**src/rtl/fixed_to_float_signed_round.sv**
```systemverilog
// rtl/fixed_to_float_signed_round.sv - two-stage signed fixed-point to sign/exponent/fraction normalizer
//
// Converts a signed two's-complement accumulator word into sign, unbiased exponent
// and a FRAC-bit fraction below an implied leading one. Stage 1 registers sign and
// magnitude. Stage 2 (the output registers) normalizes, rounds and classifies.
//
// Build option: FIXED_TO_FLOAT_RNE_EN
//   defined   -> round to nearest, ties to even
//   undefined -> truncate toward zero
//
// Ports:
//   clock, resetn          clock and synchronous active-low reset
//   in_valid/in_ready      input handshake; in_acc is the signed input word
//   out_valid/out_ready    output handshake
//   out_sign, out_exp      sign (1 = negative), signed unbiased exponent
//   out_frac               fraction bits below the hidden one
//   out_isZero, out_isInf  zero/underflow flag, exponent overflow flag
module fixed_to_float_signed_round #(
  parameter int ACC_WIDTH = 24,
  parameter int ACC_FRAC  = 8,
  parameter int EXP       = 8,
  parameter int FRAC      = 4
) (
  input  logic                 clock,
  input  logic                 resetn,
  input  logic                 in_valid,
  output logic                 in_ready,
  input  logic [ACC_WIDTH-1:0] in_acc,
  output logic                 out_valid,
  input  logic                 out_ready,
  output logic                 out_sign,
  output logic [EXP-1:0]       out_exp,
  output logic [FRAC-1:0]      out_frac,
  output logic                 out_isZero,
  output logic                 out_isInf
);

  localparam int PW = $clog2(ACC_WIDTH);
  localparam int EW = (EXP > PW + 2) ? EXP : PW + 2;
  // guard bit index inside the normalized word; bits below it form sticky
  localparam int SB = ACC_WIDTH - 2 - FRAC;
  localparam logic signed [EW-1:0] E_MAX = EW'((1 << (EXP - 1)) - 1);
  localparam logic signed [EW-1:0] E_MIN = EW'(-(1 << (EXP - 1)));

  logic                 r_s1_valid;
  logic                 r_s1_sign;
  logic [ACC_WIDTH-1:0] r_s1_mag;

  logic                 r_out_valid;
  logic                 r_out_sign;
  logic [EXP-1:0]       r_out_exp;
  logic [FRAC-1:0]      r_out_frac;
  logic                 r_out_zero;
  logic                 r_out_inf;

  logic                 w_advance;
  logic [PW-1:0]        w_p;
  logic [ACC_WIDTH-1:0] w_norm;
  logic [FRAC-1:0]      w_frac_t;
  logic                 w_guard;
  logic                 w_sticky;
  logic                 w_round_up;
  logic [FRAC:0]        w_sum;
  logic signed [EW-1:0] w_e;
  logic                 w_sign_n;
  logic [EXP-1:0]       w_exp_n;
  logic [FRAC-1:0]      w_frac_n;
  logic                 w_zero_n;
  logic                 w_inf_n;

  // Output stage moves whenever it is empty or being drained.
  assign w_advance = !r_out_valid || out_ready;
  assign in_ready  = !r_s1_valid || !r_out_valid || out_ready;

  always_ff @(posedge clock) begin
    if (!resetn) begin
      r_s1_valid <= 1'b0;
      r_s1_sign  <= 1'b0;
      r_s1_mag   <= '0;
    end else if (in_ready) begin
      r_s1_valid <= in_valid;
      if (in_valid) begin
        r_s1_sign <= in_acc[ACC_WIDTH-1];
        // -2^(W-1) maps to 2^(W-1), which still fits unsigned W bits
        r_s1_mag  <= in_acc[ACC_WIDTH-1] ? (~in_acc + 1'b1) : in_acc;
      end
    end
  end

  // Leading-one position (highest set bit wins).
  always_comb begin
    w_p = '0;
    for (int i = 0; i < ACC_WIDTH; i++) begin
      if (r_s1_mag[i]) w_p = PW'(i);
    end
  end

  assign w_norm   = r_s1_mag << (PW'(ACC_WIDTH - 1) - w_p);
  assign w_frac_t = w_norm[ACC_WIDTH-2 -: FRAC];
  assign w_guard  = w_norm[SB];
  assign w_sticky = |w_norm[SB-1:0];

`ifdef FIXED_TO_FLOAT_RNE_EN
  assign w_round_up = w_guard & (w_sticky | w_frac_t[0]);
`else
  // truncation: guard and sticky are discarded
  assign w_round_up = 1'b0 & w_guard & w_sticky;
`endif

  assign w_sum = {1'b0, w_frac_t} + {{FRAC{1'b0}}, w_round_up};
  // a fraction carry bumps the exponent; the fraction bits are already zero then
  assign w_e   = EW'(w_p) - EW'(ACC_FRAC) + EW'(w_sum[FRAC]);

  always_comb begin
    w_sign_n = 1'b0;
    w_exp_n  = '0;
    w_frac_n = '0;
    w_zero_n = 1'b0;
    w_inf_n  = 1'b0;
    // normalized MSB is clear only when the magnitude is zero
    if (!w_norm[ACC_WIDTH-1]) begin
      w_zero_n = 1'b1;
    end else if (w_e > E_MAX) begin
      w_inf_n  = 1'b1;
      w_sign_n = r_s1_sign;
    end else if (w_e < E_MIN) begin
      w_zero_n = 1'b1;
    end else begin
      w_sign_n = r_s1_sign;
      w_exp_n  = w_e[EXP-1:0];
      w_frac_n = w_sum[FRAC-1:0];
    end
  end

  always_ff @(posedge clock) begin
    if (!resetn) begin
      r_out_valid <= 1'b0;
      r_out_sign  <= 1'b0;
      r_out_exp   <= '0;
      r_out_frac  <= '0;
      r_out_zero  <= 1'b0;
      r_out_inf   <= 1'b0;
    end else if (w_advance) begin
      r_out_valid <= r_s1_valid;
      if (r_s1_valid) begin
        r_out_sign <= w_sign_n;
        r_out_exp  <= w_exp_n;
        r_out_frac <= w_frac_n;
        r_out_zero <= w_zero_n;
        r_out_inf  <= w_inf_n;
      end
    end
  end

  assign out_valid  = r_out_valid;
  assign out_sign   = r_out_sign;
  assign out_exp    = r_out_exp;
  assign out_frac   = r_out_frac;
  assign out_isZero = r_out_zero;
  assign out_isInf  = r_out_inf;

endmodule

```
**config.mk**
```make
export PLATFORM = sky130hd
export DESIGN_NAME = fixed_to_float_signed_round
export DESIGN_NICKNAME = d
export VERILOG_FILES = /design/src/rtl/fixed_to_float_signed_round.sv
export SDC_FILE = /design/constraint.sdc
export NUM_CORES = 1
export LEC_CHECK = 0
export ABC_AREA = 1
export CAP_MARGIN = 20
export CORE_ASPECT_RATIO = 1.75
export CORE_MARGIN = 10
export CORE_UTILIZATION = 59
export CTS_CLUSTER_DIAMETER = 120
export DETAILED_ROUTE_END_ITERATION = 8
export PLACE_DENSITY = 0.95
export SETUP_SLACK_MARGIN = 0.1
export SLEW_MARGIN = 20
export SYNTH_ARGS = -nofsm -noshare
export SYNTH_HDL_FRONTEND = slang
export SYNTH_SLANG_ARGS = --single-unit
```
**constraint.sdc**
```tcl
create_clock -name clock -period 4.8 [get_ports clock]
set_clock_uncertainty 0.05 [all_clocks]
set_input_delay 0.48 -clock clock [delete_from_list [all_inputs] [get_ports clock]]
set_output_delay 0.48 -clock clock [all_outputs]
set_load 0.005 [all_outputs]
```
[After elaboration in Yosys (flattened, before gate mapping)]
Cells that the tools add are included.
Storage, ports and cells
  register bits after elaboration: 42
  input bits: 28
  logic and storage cells: 61
Cells by class
  bitwise logic cells: 1
  reduce and logical (&&, ||, !) cells: 7
  magnitude comparators: 2
  mux-type cells: 38
  $add $sub $neg: 3
  shift-type cells: 1
Operators with widths (count)
  5-bit two-way mux: 22
  24-bit by 1-bit adder with 24-bit output, second input constant: 1
  24-bit two-way mux: 1
  8-bit two-way mux: 3
  24-bit inverter: 1
  24-bit by 5-bit << shifter with 24-bit output: 1
  4-bit two-way mux: 3
  1-bit two-way mux: 9
  6-bit by 8-bit greater-than comparator with 1-bit output, second input constant: 1
  6-bit by 8-bit < comparator with 1-bit output, second input constant: 1
  5-bit by 4-bit subtractor with 6-bit output, second input constant: 1
  5-bit subtractor, first input constant: 1
  2-bit AND reduction: 2
  1-bit logical OR: 3
  1-bit logical NOT: 2

[Depth between registers and ports, before layout]
  depth after elaboration: 28
  depth in mapped cells: 32
  depth with buffers taken out: 31

[Worst setup path before layout]
OpenSTA, ideal clock, no wires.
  path type: flip-flop to flip-flop
  start: register r_s1_mag[23]
  end: register r_out_exp[2], in the netlist out_exp[2]
  required time: 4.680 ns
  arrival time: 2.343 ns
  path slack: 2.336 ns
  buffers on the path: 0
  cell stages (with the launch flop): 14
  period minus slack after synthesis: 2.464 ns
  cells stage by stage: dfxtp_1 -> nor2_1 -> o21ai_0 -> o21ai_0 -> nor3_1 -> nand2_1 -> a21oi_2 -> inv_1 -> ha_1 -> nor2_1 -> nand3_4 -> a21oi_4 -> nand2_1 -> a21oi_1
Between the ends
  cells in the longest elaborated chain, start to end: 6
RTL lines
  start: declaration: RTL line 47  | logic [ACC_WIDTH-1:0] r_s1_mag;
  start signal: assignment: RTL line 85  | r_s1_mag <= in_acc[ACC_WIDTH-1] ? (~in_acc + 1'b1) : in_acc;
  5-bit two-way mux: RTL line 94  | if (r_s1_mag[i]) w_p = PW'(i);
  5-bit by 4-bit subtractor with 6-bit output: RTL line 112  | assign w_e = EW'(w_p) - EW'(ACC_FRAC) + EW'(w_sum[FRAC]);
  6-bit by 8-bit < comparator with 1-bit output: RTL line 126  | end else if (w_e < E_MIN) begin
  8-bit two-way mux: RTL line 126
  8-bit two-way mux: RTL line 123  | end else if (w_e > E_MAX) begin
  8-bit two-way mux *: RTL line 121  | if (!w_norm[ACC_WIDTH-1]) begin
  end signal: assignment: RTL line 147  | r_out_exp <= w_exp_n;
  end: declaration: RTL line 51  | logic [EXP-1:0] r_out_exp;
Mark *: on every way between the ends. The rest lies on a longest branch, timed or not.
A chain may end at the register's enable or synchronous reset.

[Final worst setup path]
  start: register r_s1_mag[2]
  end: register r_out_sign, in the netlist out_sign
Between the ends
  cells in the longest elaborated chain, start to end: 27
RTL lines
  5-bit two-way mux (22 in a row): RTL line 94
  5-bit by 4-bit subtractor with 6-bit output: RTL line 112
  6-bit by 8-bit < comparator with 1-bit output: RTL line 126
  1-bit two-way mux: RTL line 126
  1-bit two-way mux: RTL line 123
  1-bit two-way mux *: RTL line 121
  end signal: assignment: RTL line 146  | r_out_sign <= w_sign_n;
  end: declaration: RTL line 50  | logic r_out_sign;
Marks and branches as above.

==> run metrics <==
Slew @ Worst Pin 0.6271 ns; First DRT Iteration DRCs 167; crit path max fanout 22; endpoints failing setup 0; power density over the cells 296.3 nW/µm²; Crit. End Element flip-flop; Worst EP arrival 3.36 ns; leakage 1.585 nW; full die area 8439 µm²; CTS tree yes; Peak Freq 312.7 MHz; # DRC 0; Initial DRT Pass Iterations 5; Num CTS Buffers 5; CP Launch Type flip-flop; setup TNS 0 ns; initial antenna violation count 0; Slowest cell on crit path nand2_2; vias in the first global route 3,084; n_diodes 0; IO Count 45; Most common cell on crit path nand2_1; RSZ-0062 raised after global routing false; CP endpoint out_sign; Die X 73.86 µm; Worst EP required 4.97 ns; Hold Path Class reg2reg; post-synthesis register bit count 40; Via-to-Cell Ratio 5.687; sequential share of the synthesized area 26.73%; height of the die 114.3 µm; CORE AREA 4935 µm²; EDFF count, synth 0; Total Wirelength 7472 µm; number of max-cap violations 0; Max transition margin 58.15%; via count 3,253; post-synth cell types 35; Place WS 1.504 ns; final worst slack 1.602 ns; worst r2r dst out_sign; R2R depth 29; largest cells by area after synthesis dfxtp_1 (27%), nand2_1 (15%), nand3_1 (14%); commonest cells after routing, fill and taps aside nand2_1 (120), nand3_1 (86), inv_1 (57); max incr delay on CP 0.39 ns; minimum clock period 3.198 ns; FP Rows 34; Worst Path Class, Setup reg2reg; reg2reg start r_s1_mag[2]; Starting Density 60.70%; CTS resizes 0; largest net degree at the start of global routing 47; syn_area_per_cell 6.163 µm²; max-slew violation count 0; antenna viol nets, final 0; post-synth top area share 26.73%; syn nets 516; Final HPWL DP 5961 µm; status completed; post-layout net count 548; top_reg_cell synth dfxtp_1; Hold Crit Depth 2; Clock Latency Late Sink 0.29 ns; peak supply drop 210.9 µV; port buffer count 44; top cell type by total area after synthesis dfxtp_1; WL/cell 13.06 µm; total grt overflow 0; period utilisation layout 66.62%; global-route wire length before repair 12,580 µm; GRT Util Overall 17.55%; CTS H-tree depth 2; number of post-CTS setup repair buffers 0; Worst-path clk slew 0.07 ns; crit path launch r_s1_mag[2]; number of fill cells 420; Ys Warns 0; ys async rst share 0%; Clock Tree Buf Depth 2; cts hold-fix bufs 0; clock sink total 40; Cell Area, Synth 2995 µm²; r2r setup slk 1.60 ns; Synth-to-Final Area Change 15.87%; share of cells above drive strength 1 5.792%; Final GP Congestion 0.9316; Final Hold Fails 0; root buf cell clkbuf_8; commonest non-fill, non-tap cell in the layout nand2_1; Synth Instances 486
==> critical path: cells and delay by family (launching register included) <==
family                 cells  cell delay [ns]
and+or+nand+nor           26             2.31
AOI/OAI and AO/OA          2             0.35
DFF                        1             0.33
buffers and inverters      1             0.08
==> worst min path at each step <==
| stage | startpoint | end | slack [ns] |
|---|---|---|---|
| 2_1_floorplan | out_isInf | out_isInf | 0.38 |
| 3_3_place_gp | out_isInf | out_isInf | 0.37 |
| 3_5_place_dp | out_isInf | out_isInf | 0.38 |
| 4_1_cts | out_isInf | out_isInf | 0.39 |
| 5_1_grt | out_isInf | out_isInf | 0.41 |
| 6_report | out_isInf | out_isInf | 0.39 |
==> report_power, final <==
group          total, mW  internal, mW  switching (mW)
logic              0.443         0.164           0.279
clock network      0.208        0.0987           0.110
registers          0.377         0.358          0.0191
==> metrics by stage <==
stage          total power [mW]  utilization, %  hold slack, ns  cells  area (µm²)
6_report                  1.028           70.33          0.3870    572        3471
3_5_place_dp             0.8179           68.76          0.3806    565        3393
5_1_grt                   1.092           70.33          0.4126    572        3471
4_1_cts                   1.019           70.33          0.3900    572        3471
3_3_place_gp             0.8089           68.76          0.3722    565        3393
2_1_floorplan            0.7184               -          0.3815    486        2995
==> Yosys cell counts, types with 3 or more instances <==
master and number:
nand2_1 120, nand3_1 86, inv_1 57, dfxtp_1 40, nor2_1 33, a21oi_1 32
o21ai_0 24, clkbuf_1 13, xnor2_1 9, o211ai_1 8, nand2_2 7, nor3_1 7
nor4_1 6, o221ai_1 6, xor2_1 6, buf_4 3, buf_6 3, nand3_2 3
==> final cells by class <==
cell class | count | area [µm²] | share of cell area [%]
Multi-Input combinational cell | 363 | 1833 | 52.81
Sequential cell | 40 | 800.8 | 23.07
Timing Repair Buffer | 47 | 462.9 | 13.34
Inverter | 61 | 229.0 | 6.597
Clock buffer | 6 | 72.57 | 2.091
Tap cell | 54 | 67.56 | 1.947
Clock inverter | 1 | 5.005 | 0.1442
==> cell families after synthesis <==
logic type / share of synthesized area [%]
compound gates: 16.17
flops: 26.73
buf+inv: 12.16
fa+ha+maj: 0.8353
simple gates: 39.72
xor+xnor: 4.386
==> state kept, by name (all words and copies together), names as in the netlist <==
| name | cells |
|---|---|
| out_sign | 1 |
| r_s1_sign | 1 |
| out_frac | 4 |
| out_isInf | 1 |
| out_exp | 6 |
| out_valid | 1 |
| out_isZero | 1 |
| r_s1_valid | 1 |
| r_s1_mag | 24 |
==> routing by layer <==
metal  up-vias  global-route usage [%]  share of wire [%]  wire, µm
met5         -                       0                  0         0
met4         0                   8.864                3.5       260
met3        22                   1.649                4.2       317
met2       103                   33.45                 54      4000
met1      1444                   17.61                 39      2894
li1       1684                       -                  -         -
Power figures use the tool's default switching activity.
